## src/rtl/shifter_pipe_if.sv

```systemverilog
// Command, operand and result bundle between sequencer/crossbar and shifter_pipe.
// master drives commands and operands; slave (the shifter) drives results and flags.
interface shifter_pipe_if #(
    parameter int DATASIZE = 16
);
    logic                ps_shf_en;
    logic [2:0]          ps_shf_cls;
    logic                ps_shf_stall;
    logic                ps_shf_ssclr;
    logic [DATASIZE-1:0] xb_dtx;
    logic [DATASIZE-1:0] xb_dty;
    logic [DATASIZE-1:0] shf_xb_dt;
    logic                shf_xb_vld;
    logic                shf_ps_sv;
    logic                shf_ps_sz;
    logic                shf_ps_ss;

    modport master (
        output ps_shf_en, ps_shf_cls, ps_shf_stall, ps_shf_ssclr, xb_dtx, xb_dty,
        input  shf_xb_dt, shf_xb_vld, shf_ps_sv, shf_ps_sz, shf_ps_ss
    );

    modport slave (
        input  ps_shf_en, ps_shf_cls, ps_shf_stall, ps_shf_ssclr, xb_dtx, xb_dty,
        output shf_xb_dt, shf_xb_vld, shf_ps_sv, shf_ps_sz, shf_ps_ss
    );
endinterface

```

## src/rtl/shifter_pipe.sv

```systemverilog
// Pipelined shifter: arithmetic/logical shift, rotate and leading zero/one count,
// with saturating amounts, stall freeze and a sticky overflow flag.
module shifter_pipe #(
    parameter int DATASIZE = 16,
    parameter int LAT      = 2,
    parameter int CW       = $clog2(DATASIZE) + 1
) (
    input logic           clk,
    input logic           reset,
    shifter_pipe_if.slave bus
);
    localparam int LW = $clog2(DATASIZE);

    localparam logic [2:0] CLS_ASHIFT = 3'b000;
    localparam logic [2:0] CLS_ROT    = 3'b001;
    localparam logic [2:0] CLS_LZC    = 3'b010;
    localparam logic [2:0] CLS_LOC    = 3'b011;
    localparam logic [2:0] CLS_LSHIFT = 3'b100;

    logic                stall;
    logic                s0_vld;
    logic [2:0]          s0_cls;
    logic [DATASIZE-1:0] s0_x;
    logic [DATASIZE-1:0] s0_y;

    assign stall = bus.ps_shf_stall;

    always_ff @(posedge clk) begin
        if (reset) begin
            s0_vld <= 1'b0;
            s0_cls <= '0;
            s0_x   <= '0;
            s0_y   <= '0;
        end else if (!stall) begin
            s0_vld <= bus.ps_shf_en;
            if (bus.ps_shf_en) begin
                s0_cls <= bus.ps_shf_cls;
                s0_x   <= bus.xb_dtx;
                s0_y   <= bus.xb_dty;
            end
        end
    end

    function automatic logic [CW-1:0] lead_zeros(input logic [DATASIZE-1:0] v);
        logic [CW-1:0] c;
        c = CW'(DATASIZE);
        for (int i = 0; i < DATASIZE; i++) begin
            if (v[i]) c = CW'(DATASIZE - 1 - i);
        end
        return c;
    endfunction

    logic                neg;
    logic                big;
    logic [DATASIZE:0]   ny;
    logic [DATASIZE:0]   mag;
    logic [LW-1:0]       sh;
    logic [DATASIZE-1:0] shl;
    logic [DATASIZE-1:0] sra;
    logic [DATASIZE-1:0] srl;
    logic [DATASIZE-1:0] ashl_back;
    logic [DATASIZE-1:0] lshl_back;
    logic [DATASIZE-1:0] rot_l;
    logic [DATASIZE-1:0] rot_r;
    logic [CW-1:0]       lzc;
    logic [CW-1:0]       loc;
    logic [DATASIZE-1:0] res;
    logic                res_sv;
    logic                res_sz;

    logic                c_vld;
    logic [DATASIZE-1:0] c_dt;
    logic                c_sv;
    logic                c_sz;

    // Magnitude is taken one bit wider so the most negative amount stays positive.
    always_comb begin
        neg       = s0_y[DATASIZE-1];
        ny        = {neg, s0_y};
        mag       = neg ? -ny : ny;
        big       = (mag >= (DATASIZE+1)'(DATASIZE));
        sh        = mag[LW-1:0];
        shl       = s0_x << sh;
        sra       = $signed(s0_x) >>> sh;
        srl       = s0_x >> sh;
        ashl_back = $signed(shl) >>> sh;
        lshl_back = shl >> sh;
        rot_l     = '0;
        rot_r     = '0;
        for (int i = 0; i < DATASIZE; i++) begin
            rot_l[i] = s0_x[LW'(i) - sh];
            rot_r[i] = s0_x[LW'(i) + sh];
        end
        lzc    = lead_zeros(s0_x);
        loc    = lead_zeros(~s0_x);
        res    = '0;
        res_sv = 1'b0;
        case (s0_cls)
            CLS_ASHIFT: begin
                if (!neg) begin
                    res    = big ? '0 : shl;
                    res_sv = big ? (s0_x != '0) : (ashl_back != s0_x);
                end else begin
                    res    = big ? {DATASIZE{s0_x[DATASIZE-1]}} : sra;
                end
            end
            CLS_ROT: res = neg ? rot_r : rot_l;
            CLS_LZC: begin
                res    = {{(DATASIZE-CW){1'b0}}, lzc};
                res_sv = (lzc == CW'(DATASIZE));
            end
            CLS_LOC: begin
                res    = {{(DATASIZE-CW){1'b0}}, loc};
                res_sv = (loc == CW'(DATASIZE));
            end
            CLS_LSHIFT: begin
                if (!neg) begin
                    res    = big ? '0 : shl;
                    res_sv = big ? (s0_x != '0) : (lshl_back != s0_x);
                end else begin
                    res    = big ? '0 : srl;
                end
            end
            default: begin
                res    = '0;
                res_sv = 1'b0;
            end
        endcase
        res_sz = (s0_cls <= CLS_LSHIFT) && (res == '0);
        c_vld  = s0_vld;
        c_dt   = res;
        c_sv   = s0_vld & res_sv;
        c_sz   = s0_vld & res_sz;
    end

    logic                out_vld;
    logic [DATASIZE-1:0] out_dt;
    logic                out_sv;
    logic                out_sz;

    generate
        if (LAT == 1) begin : g_direct
            assign out_vld = c_vld;
            assign out_dt  = c_dt;
            assign out_sv  = c_sv;
            assign out_sz  = c_sz;
        end else begin : g_pipe
            logic                p_vld [LAT-1];
            logic [DATASIZE-1:0] p_dt  [LAT-1];
            logic                p_sv  [LAT-1];
            logic                p_sz  [LAT-1];

            always_ff @(posedge clk) begin
                if (reset) begin
                    for (int i = 0; i < LAT-1; i++) begin
                        p_vld[i] <= 1'b0;
                        p_dt[i]  <= '0;
                        p_sv[i]  <= 1'b0;
                        p_sz[i]  <= 1'b0;
                    end
                end else if (!stall) begin
                    p_vld[0] <= c_vld;
                    p_dt[0]  <= c_dt;
                    p_sv[0]  <= c_sv;
                    p_sz[0]  <= c_sz;
                    for (int i = 1; i < LAT-1; i++) begin
                        p_vld[i] <= p_vld[i-1];
                        p_dt[i]  <= p_dt[i-1];
                        p_sv[i]  <= p_sv[i-1];
                        p_sz[i]  <= p_sz[i-1];
                    end
                end
            end

            assign out_vld = p_vld[LAT-2];
            assign out_dt  = p_dt[LAT-2];
            assign out_sv  = p_sv[LAT-2];
            assign out_sz  = p_sz[LAT-2];
        end
    endgenerate

    // Only unstalled edges count, so a result held through a stall sets the flag once.
    logic ss;
    always_ff @(posedge clk) begin
        if (reset) begin
            ss <= 1'b0;
        end else if (out_vld && out_sv && !stall) begin
            ss <= 1'b1;
        end else if (bus.ps_shf_ssclr) begin
            ss <= 1'b0;
        end
    end

    assign bus.shf_xb_vld = out_vld;
    assign bus.shf_xb_dt  = out_dt;
    assign bus.shf_ps_sv  = out_sv;
    assign bus.shf_ps_sz  = out_sz;
    assign bus.shf_ps_ss  = ss;
endmodule
```

## src/flat_wrapper.sv

```systemverilog
// flat-port wrapper written by rule: the top's interface ports become plain ports
module shifter_pipe_flat 
#(
    parameter int DATASIZE = 16,
    parameter int LAT      = 2,
    parameter int CW       = $clog2(DATASIZE) + 1
)
  (clk, reset, bus_ps_shf_en, bus_ps_shf_cls, bus_ps_shf_stall, bus_ps_shf_ssclr, bus_xb_dtx, bus_xb_dty, bus_shf_xb_dt, bus_shf_xb_vld, bus_shf_ps_sv, bus_shf_ps_sz, bus_shf_ps_ss);
  shifter_pipe_if #(.DATASIZE(DATASIZE)) bus_i ();
  input logic clk;
  input logic reset;
  input wire logic [$bits(bus_i.ps_shf_en)-1:0] bus_ps_shf_en;
  input wire logic [$bits(bus_i.ps_shf_cls)-1:0] bus_ps_shf_cls;
  input wire logic [$bits(bus_i.ps_shf_stall)-1:0] bus_ps_shf_stall;
  input wire logic [$bits(bus_i.ps_shf_ssclr)-1:0] bus_ps_shf_ssclr;
  input wire logic [$bits(bus_i.xb_dtx)-1:0] bus_xb_dtx;
  input wire logic [$bits(bus_i.xb_dty)-1:0] bus_xb_dty;
  output wire logic [$bits(bus_i.shf_xb_dt)-1:0] bus_shf_xb_dt;
  output wire logic [$bits(bus_i.shf_xb_vld)-1:0] bus_shf_xb_vld;
  output wire logic [$bits(bus_i.shf_ps_sv)-1:0] bus_shf_ps_sv;
  output wire logic [$bits(bus_i.shf_ps_sz)-1:0] bus_shf_ps_sz;
  output wire logic [$bits(bus_i.shf_ps_ss)-1:0] bus_shf_ps_ss;
  assign bus_i.ps_shf_en = bus_ps_shf_en;
  assign bus_i.ps_shf_cls = bus_ps_shf_cls;
  assign bus_i.ps_shf_stall = bus_ps_shf_stall;
  assign bus_i.ps_shf_ssclr = bus_ps_shf_ssclr;
  assign bus_i.xb_dtx = bus_xb_dtx;
  assign bus_i.xb_dty = bus_xb_dty;
  assign bus_shf_xb_dt = bus_i.shf_xb_dt;
  assign bus_shf_xb_vld = bus_i.shf_xb_vld;
  assign bus_shf_ps_sv = bus_i.shf_ps_sv;
  assign bus_shf_ps_sz = bus_i.shf_ps_sz;
  assign bus_shf_ps_ss = bus_i.shf_ps_ss;
  shifter_pipe #(.DATASIZE(DATASIZE), .LAT(LAT), .CW(CW)) u_core (.clk(clk), .reset(reset), .bus(bus_i));
endmodule
```

## config.mk

```make
export PLATFORM = sky130hd
export DESIGN_NAME = shifter_pipe_flat
export DESIGN_NICKNAME = d
export VERILOG_FILES = /design/src/rtl/shifter_pipe_if.sv /design/src/rtl/shifter_pipe.sv /design/src/flat_wrapper.sv
export SDC_FILE = /design/constraint.sdc
export NUM_CORES = 1
export LEC_CHECK = 0
export BUFFER_PORTS_ARGS = -buffer_cell sky130_fd_sc_hd__buf_2
export CAP_MARGIN = 0
export CORE_ASPECT_RATIO = 0.75
export CORE_MARGIN = 5
export CORE_UTILIZATION = 51
export CTS_CLUSTER_SIZE = 40
export DETAILED_ROUTE_END_ITERATION = 10
export PLACE_DENSITY = 0.7
export SYNTH_ARGS = -nofsm -noshare
export SYNTH_HDL_FRONTEND = slang
export SYNTH_SLANG_ARGS = --single-unit
```

## constraint.sdc

```tcl
create_clock -name clk -period 5.85 [get_ports clk]
set_input_delay 0.2925 -clock clk [delete_from_list [all_inputs] [get_ports clk]]
set_output_delay 0.2925 -clock clk [all_outputs]
set_load 0.005 [all_outputs]
```

==> results by group, run 1 <==
Place
  – Placement Cell Area: 7750 um2
  – IO buf count: approximately 60
  – DP Worst Slack: between 0.9 and 1 ns
  – Number of placed instances with taps included: between 1000 and 1500
  – Post-DP HPWL: just over 20000 um
  – Gpl congestion: 1.04

Timing
  – Final Skew: slightly below 0.01 ns
  – Hold Slack: just under 0.2 ns
  – Slew Limit Fails: 0
  – RSZ-0062 raised after global routing: no
  – Fin crit period: 5.03 ns
  – Setup TNS: 0 ns
  – Pin slew with the least headroom to its limit: approximately 1.1 ns
  – Final WS setup: about 0.82 ns
  – Final Cycle Share: about 86%
  – Hold Fails Final Rpt: 0
  – Final setup fails: 0
  – Worst slew margin: 21.5%
  – Fmax: 199 MHz

Run status
  – Status: finished clean

Detailed routing
  – Routed vias: 8491
  – Final wirelength: approximately 29000 um
  – WL/cell: around 23 um
  – Vias per inst: a little under 7
  – Remaining antenna violation count after routing: 0
  – DRC Markers: 0
  – Pre-Repair DR Iteration Count: 6
  – Initial DRC count: between 1000 and 1500

Setup path
  – Top Family by Delay on Critical Path: compound AO/OA/AOI/OAI gates
  – Worst reg2reg setup slack: between 0.8 and 0.9 ns
  – CP Capture Type: flop
  – Critical Setup Path Class: reg2reg
  – CP cell instances: buf_4, o31ai_1, xor2_4, buf_4, o21ai_0, o21ai_0, o32ai_1, a2111oi_0, o21ai_0, and4_1, a41oi_1
  – FF-to-FF Start: u_core.s0_y[15]
  – Slowest cell delay on critical path: 0.88 ns
  – Buffers and inverters on the worst path: 2
  – RR Endpoint: u_core.g_pipe.p_sv[0]
  – Startpoint types: flop
  – Crit path arrival time: 5.19 ns
  – Reg2reg path depth: 11
  – Worst EP required: about 6.0 ns
  – Most used cell, CP: o21ai_0
  – Worst-path maximum fanout: 59
  – Slowest-stage cell, CP: o21ai_0

Logic synthesis
  – Sequential area share after synthesis: 17.9%
  – Warnings, synthesis: 0
  – Syn_area_per_cell: 7.15 um2
  – Post-synth EDFFs: 19
  – Synthesized flop and latch total: 56
  – Syn Nets: between 1000 and 1500
  – Synth top area share: roughly a tenth
  – Synth unique cells: approximately 70
  – Fraction of synthesis flops using an asynchronous set or reset pin: 0%
  – Area leader, netlist: dfxtp_1
  – Cells after Synth: slightly above 1000
  – Main synth FF type: dfxtp_1
  – Cell Area, Synth: 7340 um2
  – Largest cells by area after synthesis: dfxtp_1, mux2i_1, nand2_1, mux4_2, edfxtp_1

GRT
  – Pin count of the biggest net entering global routing: 69
  – Vias in the first global route: 7531
  – First-pass GRT wire length: approximately 44000 um
  – Initial antenna violation count: 0
  – GRT Overall Usage: 33.4%
  – Grt total ovfl: 0

CTS
  – Cts repair resizes: 0
  – CTS buffer count: 5
  – CTS root buf: clkbuf_16
  – Post-CTS Setup Bufs: 0
  – Maximum clock path buffer count: 2
  – Clk_lat worst skew: roughly 0.33 ns
  – Cts hold-fix bufs: 0
  – CTS tree: yes
  – Clock sink count: 56
  – Clk slew on worst S/H paths: around 0.080 ns
  – H-tree depth: 2

Power and ir drop
  – VDD IR max: 0.138 mV
  – Tot Pwr: approximately 1.4 mW
  – Static leakage: between 2 and 3 nW
  – Pwr dens: 178 nW/um2

Finish
  – Layout area overhead: 7.67%
  – Layout cells sized above 1: about 15%
  – FF+latch area: roughly 1300 um2
  – N_diodes: 0
  – Nets: between 1000 and 1500
  – Final std cells w/o fill: around 1200
  – Final Core Density: 55.2%
  – Fin area: approximately 8000 um2
  – Final-layout fill cell count: around 1400
  – Multi-input gate area: about 5700 um2

Hold path
  – Worst Hold End: u_core.s0_cls[0]
  – Hold path startpoint: bus_ps_shf_cls[0]
  – Type of the worst min-delay path: in2reg
  – Hold path cells: 3

Floorplanning
  – Core Footprint: approximately 14000 um2
  – Die H: between 100 and 150 um
  – Die X: between 100 and 150 um
  – Die area: about 17000 um2
  – Initial Util: around half
  – Row cnt: 38
  – Top Ports: 60

Job
  – Max-cap violations: 0
worst register-to-register path: cells and delay by family, from the launching register on:
family | cells | cell delay (ns)
flops | 1 | 0.64
compound gates | 7 | 2.61
buf+inv | 2 | 0.95
simple gates | 1 | 0.25
xor+xnor | 1 | 0.44
cell usage after synthesis (all sizes together), types with 3 or more instances:
cell type	n
nand2	179
nor2	108
a21oi	100
mux2i	72
clkbuf	67
o21ai	61
dfxtp	37
nand3	28
buf	27
mux4	27
nor3	24
mux2	21
xnor2	20
edfxtp	19
a211oi	14
a31oi	14
nand2b	13
nor2b	13
nand4	12
o211ai	12
inv	11
nor4	10
o31ai	10
or3	10
a221oi	7
a32oi	7
ha	7
or4	7
o311ai	6
o21a	5
o21bai	5
xor2	5
o22ai	4
o311a	4
a2111oi	3
a221o	3
a311oi	3
a41oi	3
and2	3
and3	3
nor3b	3
nor4b	3
o2111ai	3
o32ai	3
or2	3
cells in the final DEF, fill, tap and decap left out, drive strengths merged, types with 19 or more instances in the layout:
master    n
buf      85
mux2     21
nor3     24
dfxtp    37
o21ai    61
a21oi   100
xnor2    20
nor2    108
edfxtp   19
nand2   179
mux4     27
mux2i    72
nand3    28
sequential cells by signal, summed over array words and instances, names as in the netlist:
name                  count
u_core.g_pipe.p_dt       16
u_core.s0_x              16
u_core.s0_y              16
u_core.s0_cls             3
u_core.bus.shf_ps_ss      1
u_core.c_vld              1
u_core.g_pipe.p_sv        1
u_core.g_pipe.p_sz        1
u_core.g_pipe.p_vld       1
final cells by class:
class                      count  area share (%)
timing repair buffer          85            6.21
inverter                      11           0.522
multi-input combinational    865            71.6
sequential                    56            16.6
clock buffer                   5            1.58
clock inverter                 3           0.301
tap                          200            3.17
cells by family after synthesis:
family / count (synthesis) / synth area share (%)
XOR/XNOR: 25 / 2.98
buffers and inverters: 105 / 5.54
AND/OR/NAND/NOR: 425 / 26.1
adder cells (fa/ha/maj): 7 / 1.19
flip-flops: 56 / 17.9
AO/OA/AOI/OAI: 288 / 25.0
multiplexers: 120 / 21.3
power breakdown:
part	total [mW]	switching (mW)	leakage, nW	internal [mW]
clock network	0.331	0.168	0.0751	0.163
registers	0.456	0.0344	0.515	0.422
logic	0.618	0.393	2.33	0.225
total	1.40	0.595	2.92	0.810
how the worst max path moves through the flow:
stage	start	endpoint	slack, ns	cells after the start
detailed placement	u_core.s0_y[15]	u_core.g_pipe.p_sv[0]	0.96	11
global route	u_core.s0_y[15]	u_core.g_pipe.p_sv[0]	0.52	11
finish	u_core.s0_y[15]	u_core.g_pipe.p_sv[0]	0.82	11
floorplan	u_core.s0_y[0]	u_core.g_pipe.p_sz[0]	0.71	19
CTS	u_core.s0_y[15]	u_core.g_pipe.p_sv[0]	0.93	11
global placement	u_core.s0_y[15]	u_core.g_pipe.p_sv[0]	0.95	11
metal layers:
layer | wire length [um] | vias up | GRT usage [%] | part of all wire [%]
met5 | 0 | - | 0 | 0
met4 | 868 | 0 | 10.1 | 3.0
met3 | 4340 | 84 | 10.1 | 15
met2 | 11400 | 666 | 45.7 | 40
met1 | 12100 | 3936 | 49.9 | 42
li1 | - | 3805 | - | -
Note: power is estimated with default switching activity, not from simulation.
==> run 2: changes to the inputs <==
--- a/config.mk
+++ b/config.mk
@@ -7,12 +7,13 @@
 export LEC_CHECK = 0
 export BUFFER_PORTS_ARGS = -buffer_cell sky130_fd_sc_hd__buf_2
 export CAP_MARGIN = 0
-export CORE_ASPECT_RATIO = 0.75
+export CORE_ASPECT_RATIO = 1.75
 export CORE_MARGIN = 5
 export CORE_UTILIZATION = 51
 export CTS_CLUSTER_SIZE = 40
 export DETAILED_ROUTE_END_ITERATION = 10
 export PLACE_DENSITY = 0.7
+export SKIP_CTS_REPAIR_TIMING = 1
 export SYNTH_ARGS = -nofsm -noshare
 export SYNTH_HDL_FRONTEND = slang
 export SYNTH_SLANG_ARGS = --single-unit
==> constraint.sdc (replaced) <==
create_clock -name clk -period 5.85 [get_ports clk]
set_input_delay 1.17 -clock clk [delete_from_list [all_inputs] [get_ports clk]]
set_output_delay 1.17 -clock clk [all_outputs]
set_load 0.005 [all_outputs]
==> run 2 against run 1 <==
Net effect:
- worst setup slack improved by 0.20 ns
- first-iteration DRC count shrank 22%
- critical path depth up 2
- routed wire length is 8.2% higher
- maximum frequency is 4.2% higher
- final area is 0.32% lower
- global-route usage rose by 2.9 points
- non-clock buffer count up 1
- cell count decreased by 1.6%
- highest routed layer unchanged
==> results by group, run 2 (synthesis results as in run 1) <==
Setup path
  – CP cell instances: inv_1, ha_1, nor2b_1, xnor2_2, buf_4, mux2_2, o211ai_1, o21ai_0, o32ai_1, a2111oi_0, o21ai_0, and4_1, a41oi_1
  – Top Family by Delay on Critical Path: compound AO/OA/AOI/OAI gates
  – CP Capture Type: flop
  – Worst reg2reg setup slack: around 1.0 ns
  – Critical Setup Path Class: reg2reg
  – Worst EP required: 5.99 ns
  – Slowest-stage cell, CP: o21ai_0
  – Buffers and inverters on the worst path: 2
  – Crit path arrival time: 4.96 ns
  – Most used cell, CP: o21ai_0
  – Slowest cell delay on critical path: between 0.6 and 0.7 ns
  – Startpoint types: flop
  – Worst-path maximum fanout: 63

Finish
  – Final std cells w/o fill: about 1200
  – Most common cell after layout, fill and taps aside: nand2_1
  – Layout cells sized above 1: approximately 15%
  – Final Core Density: a little under three fifths
  – N_diodes: 0
  – Most frequent cells in the layout: nand2_1, nor2_1, a21oi_1, mux2i_1, o21ai_0
  – Nets: between 1000 and 1500
  – Fin area: approximately 7900 um2
  – Final-layout fill cell count: 1453
  – Layout area overhead: 7.33%
  – Largest regs: u_core.g_pipe.p_dt x16, u_core.s0_x x16, u_core.s0_y x16

Timing
  – Hold Fails Final Rpt: 0
  – Worst slew margin: 22.4%
  – Pin slew with the least headroom to its limit: about 1.1 ns
  – Setup TNS: 0 ns
  – Slew Limit Fails: 0
  – Final WS setup: approximately 1.0 ns
  – Fmax: just over 200 MHz
  – Hold Slack: between 0.4 and 0.5 ns
  – Final setup fails: 0
  – Fin crit period: between 4 and 5 ns
  – RSZ-0062 raised after global routing: no
  – Final Skew: 0.00753 ns
  – Final Cycle Share: between 80 and 90%

Place
  – DP Worst Slack: around 1.2 ns
  – Gpl congestion: ~1.1
  – Post-DP HPWL: 22600 um
  – IO buf count: 59
  – Placement Cell Area: ~7700 um2
  – Number of placed instances with taps included: roughly 1200

CTS
  – Maximum clock path buffer count: 2
  – CTS tree: yes
  – Clock sink count: 56
  – H-tree depth: 2
  – Clk slew on worst S/H paths: approximately 0.080 ns
  – CTS root buf: clkbuf_16
  – Clk_lat worst skew: ~0.3 ns
  – CTS buffer count: 5

GRT
  – Grt total ovfl: 0
  – GRT Overall Usage: 36.2%
  – Initial antenna violation count: 0
  – Pin count of the biggest net entering global routing: 70
  – Vias in the first global route: about 8200
  – First-pass GRT wire length: approximately 47000 um

Detailed routing
  – Routed vias: 8582
  – Initial DRC count: around 1000
  – WL/cell: about 26 um
  – Vias per inst: roughly 7.1
  – Remaining antenna violation count after routing: 0
  – Final wirelength: 31100 um
  – DRC Markers: 0
  – Pre-Repair DR Iteration Count: 9

Floorplanning
  – Die area: 17000 um2
  – Die X: between 100 and 150 um
  – Core Footprint: between 10000 and 15000 um2
  – Initial Util: roughly half
  – Die H: ~170 um
  – Top Ports: 60
  – Row cnt: 58

Job
  – Max-cap violations: 0

Power and ir drop
  – Pwr dens: 178 nW/um2
  – VDD IR max: around 0.2 mV
  – Static leakage: approximately 2.9 nW
  – Tot Pwr: ~1.4 mW

Hold path
  – Type of the worst min-delay path: reg2reg

Run status
  – Status: finished clean
[run 2: cell count changes in the layout (fill, tap and decap cells not counted)]
cell and delta:
inv_6 -2, clkinv_4 +1, buf_4 +1, clkbuf_1 +1, inv_4 -1, inv_1 +1
[run 2: final timing paths]
| kind | start | to | depth (start not counted) |
|---|---|---|---|
| hold reg to reg | u_core.c_vld | u_core.c_vld | 2 |
| setup / recovery | u_core.s0_y[0] | u_core.g_pipe.p_sv[0] | 13 |
| hold / removal | u_core.c_vld | u_core.c_vld | 2 |
| setup reg to reg | u_core.s0_y[0] | u_core.g_pipe.p_sv[0] | 13 |
[run 2: power by group]
group | internal, mW | total (mW) | switching (mW)
Sequential | 0.422 | 0.455 | 0.0333
Clock | 0.159 | 0.313 | 0.154
Combinational | 0.225 | 0.633 | 0.408
[run 2: routing by layer]
layer	part of all wire, %	global-route usage [%]	routed length [um]	up-vias
met4	11	28.2	3290	0
li1	-	-	-	3804
met2	47	60.2	14700	631
met5	0	0	0	-
met1	33	40.4	10100	3922
met3	9.5	5.77	2960	225
[run 2: worst register-to-register path: stages (launching register included)]
cell and delay (ns):
dfxtp_2 0.32, inv_1 0.43, ha_1 0.34, nor2b_1 0.10, xnor2_2 0.16, buf_4 0.66, mux2_2 0.34, o211ai_1 0.11
o21ai_0 0.68, o32ai_1 0.28, a2111oi_0 0.63, o21ai_0 0.18, and4_1 0.23, a41oi_1 0.20
[run 2: cell type report]
type / instances / area, um2 / area share, %
inverters: 11 / 41.3 / 0.524
clock inverters: 2 / 12.5 / 0.159
repair buffers: 86 / 498 / 6.32
clock buffers: 6 / 129 / 1.64
flip-flops and latches: 56 / 1310 / 16.7
well taps: 180 / 225 / 2.86
multi-input cells: 865 / 5660 / 71.8
==> run 3: changes to the inputs <==
--- a/config.mk
+++ b/config.mk
@@ -12,7 +12,7 @@
 export CORE_UTILIZATION = 51
 export CTS_CLUSTER_SIZE = 40
 export DETAILED_ROUTE_END_ITERATION = 10
-export PLACE_DENSITY = 0.7
+export PLACE_DENSITY = 0.72
 export SKIP_CTS_REPAIR_TIMING = 1
 export SYNTH_ARGS = -nofsm -noshare
 export SYNTH_HDL_FRONTEND = slang
==> constraint.sdc (replaced) <==
create_clock -name clk -period 3.9 [get_ports clk]
set_input_delay 0.78 -clock clk [delete_from_list [all_inputs] [get_ports clk]]
set_output_delay 0.78 -clock clk [all_outputs]
set_load 0.005 [all_outputs]
==> run 3 against run 2 <==
Net effect:
- worst setup slack worse by 0.94 ns
- flip-flop and latch count unchanged
- cell count up 7.7%
- largest power group unchanged
- hold slack better by 0.022 ns
- first-iteration DRC count down 1.5%
- routed wire length up 7.1%
- clock-buffer cell count unchanged
- critical path depth unchanged
- largest cell class unchanged
- combinational power up 82%
==> results by group, run 3 (synthesis results as in run 1) <==
Floorplanning
  – Die X: just over 100 um
  – Top Ports: 60
  – Row cnt: 58
  – Core Footprint: ~14000 um2
  – Die area: roughly 17000 um2
  – Die H: between 150 and 200 um
  – Initial Util: 51.3%

Place
  – Placement Cell Area: ~8600 um2
  – DP Worst Slack: -0.355 ns
  – IO buf count: between 50 and 60
  – Number of placed instances with taps included: about 1300
  – Gpl congestion: roughly 1.1
  – Post-DP HPWL: around 25000 um

GRT
  – Initial antenna violation count: 0
  – Pin count of the biggest net entering global routing: 67
  – Vias in the first global route: between 8000 and 9000
  – Grt total ovfl: 0
  – GRT Overall Usage: 39.6%
  – First-pass GRT wire length: roughly 51000 um

Setup path
  – Crit path to: u_core.g_pipe.p_sz[0]
  – CP startpoint: u_core.s0_y[4]
  – Worst-path maximum fanout: 16
  – Crit path arrival time: 3.94 ns
  – Reg2reg path depth: 13
  – CP Capture Type: flop
  – RR Endpoint: u_core.g_pipe.p_sz[0]
  – Startpoint types: flop
  – FF-to-FF Start: u_core.s0_y[4]
  – Worst reg2reg setup slack: ~0.09 ns
  – Critical Setup Path Class: reg2reg
  – Worst EP required: between 4 and 5 ns

Job
  – Max-cap violations: 0

Finish
  – N_diodes: 0
  – Nets: around 1200
  – Layout area overhead: 21.4%
  – Layout cells sized above 1: between 20% and 30%
  – Final Core Density: 62.3%
  – Fin area: approximately 8900 um2
  – Final std cells w/o fill: around 1300
  – Most common cell after layout, fill and taps aside: nand2_1
  – Most frequent cells in the layout: nand2_1, buf_4, nor2_1, a21oi_1, mux2i_1
  – Largest regs: u_core.g_pipe.p_dt x16, u_core.s0_x x16, u_core.s0_y x16

Timing
  – Final Skew: between 0.01 and 0.015 ns
  – Hold Slack: 0.480 ns
  – RSZ-0062 raised after global routing: no
  – Slew Limit Fails: 0
  – Worst slew margin: between 30% and 40%
  – Fin crit period: 3.81 ns
  – Final Cycle Share: just under 100%
  – Hold Fails Final Rpt: 0
  – Final WS setup: about 0.09 ns
  – Final setup fails: 0
  – Fmax: 262 MHz
  – Pin slew with the least headroom to its limit: between 0.9 and 1 ns
  – Setup TNS: 0 ns

Detailed routing
  – Final wirelength: 33300 um
  – Initial DRC count: between 1000 and 1500
  – Remaining antenna violation count after routing: 0
  – Vias per inst: a little under 7
  – Routed vias: 8963
  – DRC Markers: 0
  – Pre-Repair DR Iteration Count: 6
  – WL/cell: 25.7 um

CTS
  – H-tree depth: 2
  – CTS tree: yes
  – Maximum clock path buffer count: 2
  – Clock sink count: 56
  – CTS root buf: clkbuf_16
  – CTS buffer count: 5
  – Clk_lat worst skew: slightly above 0.3 ns
  – Clk slew on worst S/H paths: 0.08 ns

Power and ir drop
  – Static leakage: ~3.4 nW
  – Pwr dens: about 260 nW/um2
  – Tot Pwr: 2.35 mW
  – VDD IR max: about 0.22 mV

Run status
  – Status: finished clean

Hold path
  – Type of the worst min-delay path: reg2reg
run 3: changes by cell type in the layout (fill, tap and decap cells not counted), moves of 4 or more:
cell / before / now
ha_1: 7 / 1
o21ai_0: 60 / 55
buf_4: 27 / 113
o21ai_1: 1 / 5
buf_12: 0 / 4
run 3: how the worst min path moves through the flow:
stage | endpoint | startpoint | slack (ns) | depth (start not counted)
final | u_core.c_vld | u_core.c_vld | 0.48 | 2
after global routing | u_core.c_vld | u_core.c_vld | 0.51 | 2
after CTS | u_core.c_vld | u_core.c_vld | 0.48 | 2
after detailed placement | u_core.c_vld | u_core.c_vld | 0.47 | 2
after global placement | u_core.c_vld | u_core.c_vld | 0.44 | 2
after floorplan | u_core.c_vld | u_core.c_vld | 0.43 | 2
run 3: per-layer routing:
layer	global-route usage, %	up-vias	routed length (um)
li1	-	4006	-
met1	42.8	4138	10700
met2	68.4	641	16600
met3	5.94	178	2960
met4	28.7	0	3140
met5	0	-	0
run 3: layout make-up:
type	count	area, um2
Clock buffer	6	129
Clock inverter	2	38.8
Fill cell	1370	5390
Inverter	11	50.0
Multi-Input combinational cell	865	5880
Sequential cell	56	1310
Tap cell	180	225
Timing Repair Buffer	179	1270
run 3: report_power, final:
group	leakage (nW)	switching (mW)	internal (mW)
Sequential	0.515	0.0302	0.633
Combinational	2.83	0.684	0.466
Clock	0.0815	0.230	0.307
Total	3.42	0.945	1.41
run 3: worst max-delay path, cell delays in order, from the launching register on:
cell and delay [ns]:
dfxtp_1 0.31, or4_4 0.57, or4_4 0.52, o211ai_1 0.23
o311ai_2 0.18, nand4_1 0.19, buf_4 0.18, buf_4 0.23
nor2_1 0.11, o21ai_0 0.10, a22oi_1 0.16, a221oi_1 0.32
nand4b_1 0.19, nor4_2 0.32
